==> config.mk <==
export PLATFORM = sky130hd
export DESIGN_NAME = uc_multiciclo
export DESIGN_NICKNAME = d
export VERILOG_FILES = /design/src/rtl/uc_pkg.sv /design/src/rtl/aluDeco.sv /design/src/rtl/uc_multiciclo.sv
export SDC_FILE = /design/constraint.sdc
export NUM_CORES = 1
export LEC_CHECK = 0
export CORE_MARGIN = 2
export CORE_UTILIZATION = 35
export DETAILED_ROUTE_END_ITERATION = 8
export PLACE_DENSITY_LB_ADDON = 0.2
export REMOVE_ABC_BUFFERS = 1
export SLEW_MARGIN = 20
export SYNTH_ARGS = -nofsm -noshare
export SYNTH_HDL_FRONTEND = slang
export SYNTH_SLANG_ARGS = --single-unit
==> constraint.sdc <==
create_clock -name clk -period 1.6 [get_ports clk]
set_input_delay 0.24 -clock clk [delete_from_list [all_inputs] [get_ports clk]]
set_output_delay 0.24 -clock clk [all_outputs]
set_load 0.01 [all_outputs]
==> src/rtl/uc_pkg.sv <==
// Shared definitions for the multicycle control unit: state encoding,
// opcode constants, ALU operation classes, ALU control codes and the
// mux-select encodings driven by the FSM.
package uc_pkg;

  // State encoding. The enum below is built on these codes so the state
  // register is typed while the numeric encoding stays in one place.
  localparam logic [3:0] ST_FETCH    = 4'd0;
  localparam logic [3:0] ST_DECODE   = 4'd1;
  localparam logic [3:0] ST_MEMADR   = 4'd2;
  localparam logic [3:0] ST_MEMREAD  = 4'd3;
  localparam logic [3:0] ST_MEMWB    = 4'd4;
  localparam logic [3:0] ST_MEMWRITE = 4'd5;
  localparam logic [3:0] ST_EXECR    = 4'd6;
  localparam logic [3:0] ST_EXECI    = 4'd7;
  localparam logic [3:0] ST_ALUWB    = 4'd8;
  localparam logic [3:0] ST_BEQ      = 4'd9;
  localparam logic [3:0] ST_JAL      = 4'd10;

  typedef enum logic [3:0] {
    S_FETCH    = ST_FETCH,
    S_DECODE   = ST_DECODE,
    S_MEMADR   = ST_MEMADR,
    S_MEMREAD  = ST_MEMREAD,
    S_MEMWB    = ST_MEMWB,
    S_MEMWRITE = ST_MEMWRITE,
    S_EXECR    = ST_EXECR,
    S_EXECI    = ST_EXECI,
    S_ALUWB    = ST_ALUWB,
    S_BEQ      = ST_BEQ,
    S_JAL      = ST_JAL
  } state_e;

  // Supported opcodes.
  localparam logic [6:0] OP_LW  = 7'b0000011;
  localparam logic [6:0] OP_SW  = 7'b0100011;
  localparam logic [6:0] OP_R   = 7'b0110011;
  localparam logic [6:0] OP_I   = 7'b0010011;
  localparam logic [6:0] OP_BEQ = 7'b1100011;
  localparam logic [6:0] OP_JAL = 7'b1101111;

  // ALU operation class requested by the FSM.
  localparam logic [1:0] ALUOP_ADD   = 2'b00;
  localparam logic [1:0] ALUOP_SUB   = 2'b01;
  localparam logic [1:0] ALUOP_FUNCT = 2'b10;

  // ALU control codes.
  localparam logic [2:0] ALU_ADD = 3'b000;
  localparam logic [2:0] ALU_SUB = 3'b001;
  localparam logic [2:0] ALU_AND = 3'b010;
  localparam logic [2:0] ALU_OR  = 3'b011;
  localparam logic [2:0] ALU_SLT = 3'b101;

  // Result mux.
  localparam logic [1:0] RES_ALUOUT = 2'b00;
  localparam logic [1:0] RES_DATA   = 2'b01;
  localparam logic [1:0] RES_ALU    = 2'b10;

  // ALU operand A mux.
  localparam logic [1:0] SRCA_PC    = 2'b00;
  localparam logic [1:0] SRCA_OLDPC = 2'b01;
  localparam logic [1:0] SRCA_REG   = 2'b10;

  // ALU operand B mux.
  localparam logic [1:0] SRCB_REG  = 2'b00;
  localparam logic [1:0] SRCB_IMM  = 2'b01;
  localparam logic [1:0] SRCB_FOUR = 2'b10;

  // Immediate format.
  localparam logic [1:0] IMM_I = 2'b00;
  localparam logic [1:0] IMM_S = 2'b01;
  localparam logic [1:0] IMM_B = 2'b10;
  localparam logic [1:0] IMM_J = 2'b11;

  // Immediate format depends only on the opcode, independent of state.
  function automatic logic [1:0] imm_src_of(input logic [6:0] op);
    case (op)
      OP_SW:   return IMM_S;
      OP_BEQ:  return IMM_B;
      OP_JAL:  return IMM_J;
      default: return IMM_I;
    endcase
  endfunction

endpackage

==> src/rtl/aluDeco.sv <==
// ALU decoder: turns the FSM's ALU operation class plus the instruction
// funct fields into a 3-bit ALU control code.
//   alu_op      in  2  operation class (add / sub / by funct)
//   funct3      in  3  instruction funct3
//   op5         in  1  opcode bit 5 (distinguishes R-type from I-type)
//   funct7b5    in  1  funct7 bit 5
//   alu_control out 3  ALU control code
module aluDeco
  import uc_pkg::*;
(
  input  logic [1:0] alu_op,
  input  logic [2:0] funct3,
  input  logic       op5,
  input  logic       funct7b5,
  output logic [2:0] alu_control
);

  // NOTE: every variable written in a combinational block gets a default
  // first, so no path leaves it unassigned and no latch is inferred.
  always_comb begin
    alu_control = ALU_ADD;
    case (alu_op)
      ALUOP_ADD: alu_control = ALU_ADD;
      ALUOP_SUB: alu_control = ALU_SUB;
      ALUOP_FUNCT: begin
        case (funct3)
          // Only R-type (op5=1) can request subtract; addi ignores funct7.
          3'b000:  alu_control = (op5 && funct7b5) ? ALU_SUB : ALU_ADD;
          3'b010:  alu_control = ALU_SLT;
          3'b110:  alu_control = ALU_OR;
          3'b111:  alu_control = ALU_AND;
          default: alu_control = ALU_ADD;
        endcase
      end
      default: alu_control = ALU_ADD;
    endcase
  end

endmodule

==> src/rtl/uc_multiciclo.sv <==
// Multicycle control unit: a single registered state plus a combinational
// output/next-state block that sequences fetch, decode and the per-class
// execute steps of a small RISC-V subset (lw, sw, R-type, I-type ALU,
// beq, jal).
//   clk, reset   in   clock; synchronous active-high reset
//   op, f3, f7   in   instruction fields (opcode, funct3, funct7 bit 5)
//   zero         in   ALU zero flag
//   memReady     in   memory access completes this cycle
//   pcWrite      out  PC load enable (pcUpdate or taken branch)
//   adrSrc       out  memory address select
//   memWrite     out  data memory write strobe
//   irWrite      out  instruction register / oldPC load enable
//   resSrc       out  result mux select
//   aluSrcA/B    out  ALU operand selects
//   ALUcontrol   out  ALU operation code
//   immSrc       out  immediate format
//   regWrite     out  register file write enable
//   illegal      out  one-cycle pulse on an unsupported opcode
module uc_multiciclo
  import uc_pkg::*;
#(
  // 1: memory states wait for memReady. 0: memory always treated as ready.
  parameter int unsigned MEM_WAIT = 1
) (
  input  logic       clk,
  input  logic       reset,
  input  logic [6:0] op,
  input  logic [2:0] f3,
  input  logic       f7,
  input  logic       zero,
  input  logic       memReady,
  output logic       pcWrite,
  output logic       adrSrc,
  output logic       memWrite,
  output logic       irWrite,
  output logic [1:0] resSrc,
  output logic [1:0] aluSrcA,
  output logic [1:0] aluSrcB,
  output logic [2:0] ALUcontrol,
  output logic [1:0] immSrc,
  output logic       regWrite,
  output logic       illegal
);

  state_e     state;
  state_e     next_state;
  logic       ready;
  logic       pc_update;
  logic       branch;
  logic       mem_write_raw;
  logic       reg_write_raw;
  logic       ir_write_raw;
  logic       illegal_raw;
  logic [1:0] alu_op;

  assign ready = (MEM_WAIT == 0) ? 1'b1 : memReady;

  // NOTE: sequential state uses non-blocking assignment so every flop
  // samples the values from before the edge.
  always_ff @(posedge clk) begin
    if (reset) state <= S_FETCH;
    else       state <= next_state;
  end

  always_comb begin
    next_state    = S_FETCH;
    pc_update     = 1'b0;
    branch        = 1'b0;
    mem_write_raw = 1'b0;
    reg_write_raw = 1'b0;
    ir_write_raw  = 1'b0;
    illegal_raw   = 1'b0;
    adrSrc        = 1'b0;
    resSrc        = RES_ALUOUT;
    aluSrcA       = SRCA_PC;
    aluSrcB       = SRCB_REG;
    alu_op        = ALUOP_ADD;

    case (state)
      S_FETCH: begin
        adrSrc  = 1'b0;
        aluSrcA = SRCA_PC;
        aluSrcB = SRCB_FOUR;
        alu_op  = ALUOP_ADD;
        resSrc  = RES_ALU;
        // Capture the instruction and advance PC only once it has arrived.
        if (ready) begin
          ir_write_raw = 1'b1;
          pc_update    = 1'b1;
          next_state   = S_DECODE;
        end else begin
          next_state   = S_FETCH;
        end
      end

      S_DECODE: begin
        // Precompute the branch target while the opcode is decoded.
        aluSrcA = SRCA_OLDPC;
        aluSrcB = SRCB_IMM;
        alu_op  = ALUOP_ADD;
        case (op)
          OP_LW, OP_SW: next_state = S_MEMADR;
          OP_R:         next_state = S_EXECR;
          OP_I:         next_state = S_EXECI;
          OP_BEQ:       next_state = S_BEQ;
          OP_JAL:       next_state = S_JAL;
          default: begin
            next_state  = S_FETCH;
            illegal_raw = 1'b1;
          end
        endcase
      end

      S_MEMADR: begin
        aluSrcA    = SRCA_REG;
        aluSrcB    = SRCB_IMM;
        alu_op     = ALUOP_ADD;
        next_state = (op == OP_LW) ? S_MEMREAD : S_MEMWRITE;
      end

      S_MEMREAD: begin
        resSrc     = RES_ALUOUT;
        adrSrc     = 1'b1;
        next_state = ready ? S_MEMWB : S_MEMREAD;
      end

      S_MEMWB: begin
        resSrc        = RES_DATA;
        reg_write_raw = 1'b1;
        next_state    = S_FETCH;
      end

      S_MEMWRITE: begin
        resSrc        = RES_ALUOUT;
        adrSrc        = 1'b1;
        mem_write_raw = 1'b1;
        next_state    = ready ? S_FETCH : S_MEMWRITE;
      end

      S_EXECR: begin
        aluSrcA    = SRCA_REG;
        aluSrcB    = SRCB_REG;
        alu_op     = ALUOP_FUNCT;
        next_state = S_ALUWB;
      end

      S_EXECI: begin
        aluSrcA    = SRCA_REG;
        aluSrcB    = SRCB_IMM;
        alu_op     = ALUOP_FUNCT;
        next_state = S_ALUWB;
      end

      S_ALUWB: begin
        resSrc        = RES_ALUOUT;
        reg_write_raw = 1'b1;
        next_state    = S_FETCH;
      end

      S_BEQ: begin
        // PC loads the target held in ALUOut only when the compare is equal.
        aluSrcA    = SRCA_REG;
        aluSrcB    = SRCB_REG;
        alu_op     = ALUOP_SUB;
        resSrc     = RES_ALUOUT;
        branch     = 1'b1;
        next_state = S_FETCH;
      end

      S_JAL: begin
        // PC takes the jump target from ALUOut; ALU forms oldPC+4 for rd.
        aluSrcA    = SRCA_OLDPC;
        aluSrcB    = SRCB_FOUR;
        alu_op     = ALUOP_ADD;
        resSrc     = RES_ALUOUT;
        pc_update  = 1'b1;
        next_state = S_ALUWB;
      end

      default: next_state = S_FETCH;
    endcase
  end

  aluDeco u_alu_deco (
    .alu_op      (alu_op),
    .funct3      (f3),
    .op5         (op[5]),
    .funct7b5    (f7),
    .alu_control (ALUcontrol)
  );

  assign immSrc = imm_src_of(op);

  // Strobes are suppressed during reset even though the state register
  // only returns to FETCH at the next edge.
  assign pcWrite  = ~reset & (pc_update | (branch & zero));
  assign memWrite = ~reset & mem_write_raw;
  assign regWrite = ~reset & reg_write_raw;
  assign irWrite  = ~reset & ir_write_raw;
  assign illegal  = ~reset & illegal_raw;

endmodule

# == Word-level counts from Yosys, hierarchy flattened ==
# Cells that the tools add are included.
# Widths: inputs -> output; s select.
# classes
n_bitwise,8
n_lt_le_gt_ge,0
add_sub_neg,0
eq_ne,21
mux,23
shift,0
n_div,0
multipliers,0
n_reduce_logical,13
# op_table
operator,count
$pmux 4 s6,1
$pmux 4 s5,1
$eq 4x3->1 const B,4
$pmux 2 s2,4
$eq 7x6->1 const B,2
$eq 7x7->1 const B,2
$eq 4x4->1 const B,3
$pmux 3 s4,1
$reduce_or 2->1,6
$mux 1,10
$mux 3,3
$eq 4x2->1 const B,2
$eq 7x2->1 const B,1
$eq 7x5->1 const B,1
$and 1x1->1,6
$eq 3x3->1 const B,2
$pmux 2 s3,1
$pmux 3 s2,1
$reduce_or 3->1,2
$reduce_or 6->1,1
$eq 4x1->1 const B,1
$logic_not 4->1,1
$reduce_or 4->1,1
$eq 3x2->1 const B,1
7 further kinds,7
# word_totals
ram_bits,0
register_bits,4
out_inout_bits,17
n_memories,0
word_cells,66
mem_bits_ro,0
latchBits,0

# == Depth between registers and ports, before layout ==
# logic_depth
ltp_word,5
mapped_depth,7

# == Cells and area by module ==
# From an unflattened synthesis, not the netlist that was laid out.
# hier_totals
cells_unflattened,90
area_unflattened_um2,651.9
# by_module_without_submodules
mod,cells_per_inst,instances,area_each_um2
uc_multiciclo,79,1,555.5
aluDeco,11,1,96.3

# == Least setup slack after synthesis ==
# No wires, ideal clock.
# synth_timing
path_type,register to output
start,reg state[2]
end,out ALUcontrol[1]
required_time_ns,1.360
path_stages_with_launch,7
arrival_ns,1.563
path_slack_ns,-0.203
n_path_buf,1
path_cell_list,dfxtp_1 > clkbuf_1 > nor2b_1 > and2_1 > inv_1 > ha_1 > nor3_1
# synth_via
elab_chain_len,5
# synth_rtl
item,line_no,rtl
start: declaration,uc_multiciclo.sv:45,state_e state;
start signal: assignment,uc_multiciclo.sv:62,else state <= next_state;
$eq 4x3->1,uc_multiciclo.sv:79,case (state)
$reduce_or 2->1 (no line),-,
$pmux 2 s2 *,uc_multiciclo.sv:79,
$eq 2x2->1 / $eq 2x1->1 (equally long branches),aluDeco.sv:22,case (alu_op)
$pmux 3 s2 *,aluDeco.sv:22,
end: declaration,uc_multiciclo.sv:39,"output logic [2:0] ALUcontrol,"
# Mark *: on every way between the ends. The rest lies on a longest branch, timed or not.

# == Worst setup path after layout ==
# layout_timing
start,reg state[1]
end,out pcWrite
# layout_via
elab_chain_len,5
# layout_rtl
item,line_no,rtl
$eq 4x4->1,uc_multiciclo.sv:79,
$mux 1,uc_multiciclo.sv:79,
$and 1x1->1,uc_multiciclo.sv:196,assign pcWrite = ~reset & (pc_update | (branch & zero));
$or 1x1->1 *,uc_multiciclo.sv:196,
$and 1x1->1 *,uc_multiciclo.sv:196,
end: declaration,uc_multiciclo.sv:32,"output logic pcWrite,"
# Marks and branches as above.

==> results.py <==
metrics = {
    "final_layout": {
        "syn2layout_area_growth_pct": 129,
        "reg_top3": "state (4)",
        "layout-drive-gt1-share": 0.615,
        "diodes": 0,
        "regMostFlops": "state",
        "largest_register_ffs": 4,
        "finalNetCount": 180,
        "num-fill-cells": 100,
    },
    "status": {
        "status": "finished with violations",
        "violations": "negative setup slack",
    },
    "floorplan": {
        "die_w_microns": 46.4,
        "core-area_sq_um": 1710,
        "die_area_sq_um": 2160,
        "row_count": 15,
        "pin_count": 32,
        "die_h_microns": 46.4,
        "start_util": 0.369,
    },
    "clocking": {
        "clock-root-buffer": "clkbuf_4",
        "path_clk_slew_ps": 40,
        "clkLatencyLatePin_ps": 250,
        "clkSinkCount": 4,
        "postCtsHoldBufs": 0,
        "cts_tree": "yes",
        "htree_levels": 1,
        "cts_buffers": 3,
        "clock_tree.buffer_depth": 2,
    },
    "power": {
        "p_per_area_nw_per_um2": 306,
        "cellLeakagePower_nw": 0.657,
        "ir_worst_vdd_mv": 0.453,
        "p_total_mw": 0.442,
    },
    "synth": {
        "seq_area_frac_synth": 0.127,
        "yosysTopAreaCellShare": 0.127,
        "yosys_warnings": 0,
        "syn-cell-area_sq_um": 631,
        "ys_ff_latch": 4,
        "synth_area_leaders": "dfxtp_1, nor3_1, nand2b_1",
        "synth.distinct_cells": 39,
        "yosys.area.top_type": "dfxtp_1",
        "synth_edf_count": 0,
        "syn_inst": 89,
        "synth_ff_type": "dfxtp_1",
        "synth.most_common_cell": "nor3_1",
        "synthArstFlopShare": 0,
        "synth_common_cells": "nor3_1, nor2_1, nand2b_1",
        "syn_avg_cell_area_sq_um": 7.09,
    },
    "global_routing": {
        "grt_max_degree": 12,
        "track_usage": 0.260,
        "first_global_vias": 900,
        "grt_overflow": 0,
        "grt_antenna_before_repair": 0,
        "grt_pass1_wl_microns": 3950,
    },
    "placement": {
        "place_hpwl_microns": 1580,
        "dp_slack_ps": -594,
        "io_buffers": 31,
        "place.gp.congestion": 0.800,
    },
    "min_path": {
        "min_path_cells": 3,
        "worstHoldPathType": "input pin to register",
    },
    "timing": {
        "clock_skew_ps": 6.26,
        "setup_viol": 6,
        "finalCritPeriodShare": 1.08,
        "worst_pin_slew_ps": 284,
        "hold_violations": 0,
        "rsz0062_at_grt": "true",
        "worst_slack_ps": -126,
        "holdWs_ps": 612,
        "drv_slew": 0,
        "period_minus_slack_ps": 1730,
        "max_freq_mhz": 579,
        "slew_headroom": 0.809,
    },
    "critical_path": {
        "crit_arrival_ps": 1490,
        "rr_worst_depth": 4,
        "critPathCaptureType": "output pin",
        "startpoint_type": "register",
        "cp.required_ps": 1360,
        "critPathKind": "register to output pin",
        "worstPathMaxFanout": 2,
    },
    "detailed_routing": {
        "vias": 1009,
        "ant_nets": 0,
        "drt_first_pass_iters": 5,
        "post_drt_wl_per_cell_microns": 16.2,
        "drc": 0,
        "routed_wl_microns": 3020,
        "via_per_inst": 5.42,
        "drt_iter0_drc": 17,
    },
    "flow_run": {
        "cap_violations": 0,
    },
}
==> placed cells by master, fill, tap and decap left out, drive strengths merged, types with 3 or more instances in the layout <==
cell type,synthesis,final
nor4,4,4
o21ai,4,4
nand3b,3,3
nor3,9,9
inv,4,4
clkbuf,3,5
clkdlybuf4s50,0,6
a21oi,3,3
nor2,8,8
nand2,5,5
dfxtp,4,4
nor2b,5,5
buf,2,57
nand2b,6,6
dlygate4sd2,0,8
==> report_power, final <==
part | switching, mW | internal (mW) | leakage, nW | total, mW
sequential | 0.00285 | 0.101 | 0.0346 | 0.104
clock | 0.0511 | 0.0846 | 0.0138 | 0.136
combinational | 0.0878 | 0.115 | 0.609 | 0.203
total | 0.142 | 0.301 | 0.657 | 0.442
==> per-layer routing <==
layer | vias to the layer above | GRT usage | routed length [microns]
li1 | 469 | - | -
met1 | 489 | 0.313 | 1160
met2 | 41 | 0.417 | 1580
met3 | 10 | 0.0784 | 175
met4 | 0 | 0.126 | 103
met5 | - | 0 | 0
==> area by class of cell <==
class / instances / area [sq um] / area share
tap: 25 / 31.3 / 0.0217
multi-input combinational: 76 / 691 / 0.478
timing repair buffer: 74 / 597 / 0.413
sequential: 4 / 87.6 / 0.0607
clock buffer: 3 / 22.5 / 0.0156
inverter: 4 / 15.0 / 0.0104
==> path summary, 6_finish.rpt <==
path,from,endpoint,slack [ps]
setup / recovery,state[1],pcWrite,-130
hold / removal,memReady,state[2],610
setup reg to reg,state[0],state[2],60
hold reg to reg,state[2],state[1],620
==> per-stage QoR <==
stage | instances | utilization | instance area, sq um | TNS, ps
2_1_floorplan | 84 | - | 609 | -439
3_3_place_gp | 172 | 0.697 | 1190 | -4780
3_5_place_dp | 172 | 0.697 | 1190 | -5160
4_1_cts | 185 | 0.793 | 1360 | -392
5_1_grt | 186 | 0.845 | 1440 | -886
6_report | 186 | 0.845 | 1440 | -415
==> worst max-delay path, cell delays in order (launching register included) <==
cell     delay, ps
dfxtp_2        330
and2b_2        250
buf_6          130
a21oi_4        130
nor3_2          50
or2_4          230
buf_6          120
==> cells by family after synthesis <==
logic type | share of synthesized area
DFF | 0.127
buffers and inverters | 0.0575
xor gates and xnor gates | 0.0417
and+or+nand+nor | 0.508
muxes | 0.0159
adders and majority gates | 0.0397
AOI/OAI and AO/OA | 0.210
==> repair_timing <==
action                                 4_1_cts  5_1_grt
setup endpoints to repair                   18       11
pin swaps                                   20        7
buffers inserted                            10        1
resized for setup                          103       27
endpoints found under the hold margin        0        0
Power figures use the tool's default switching activity.
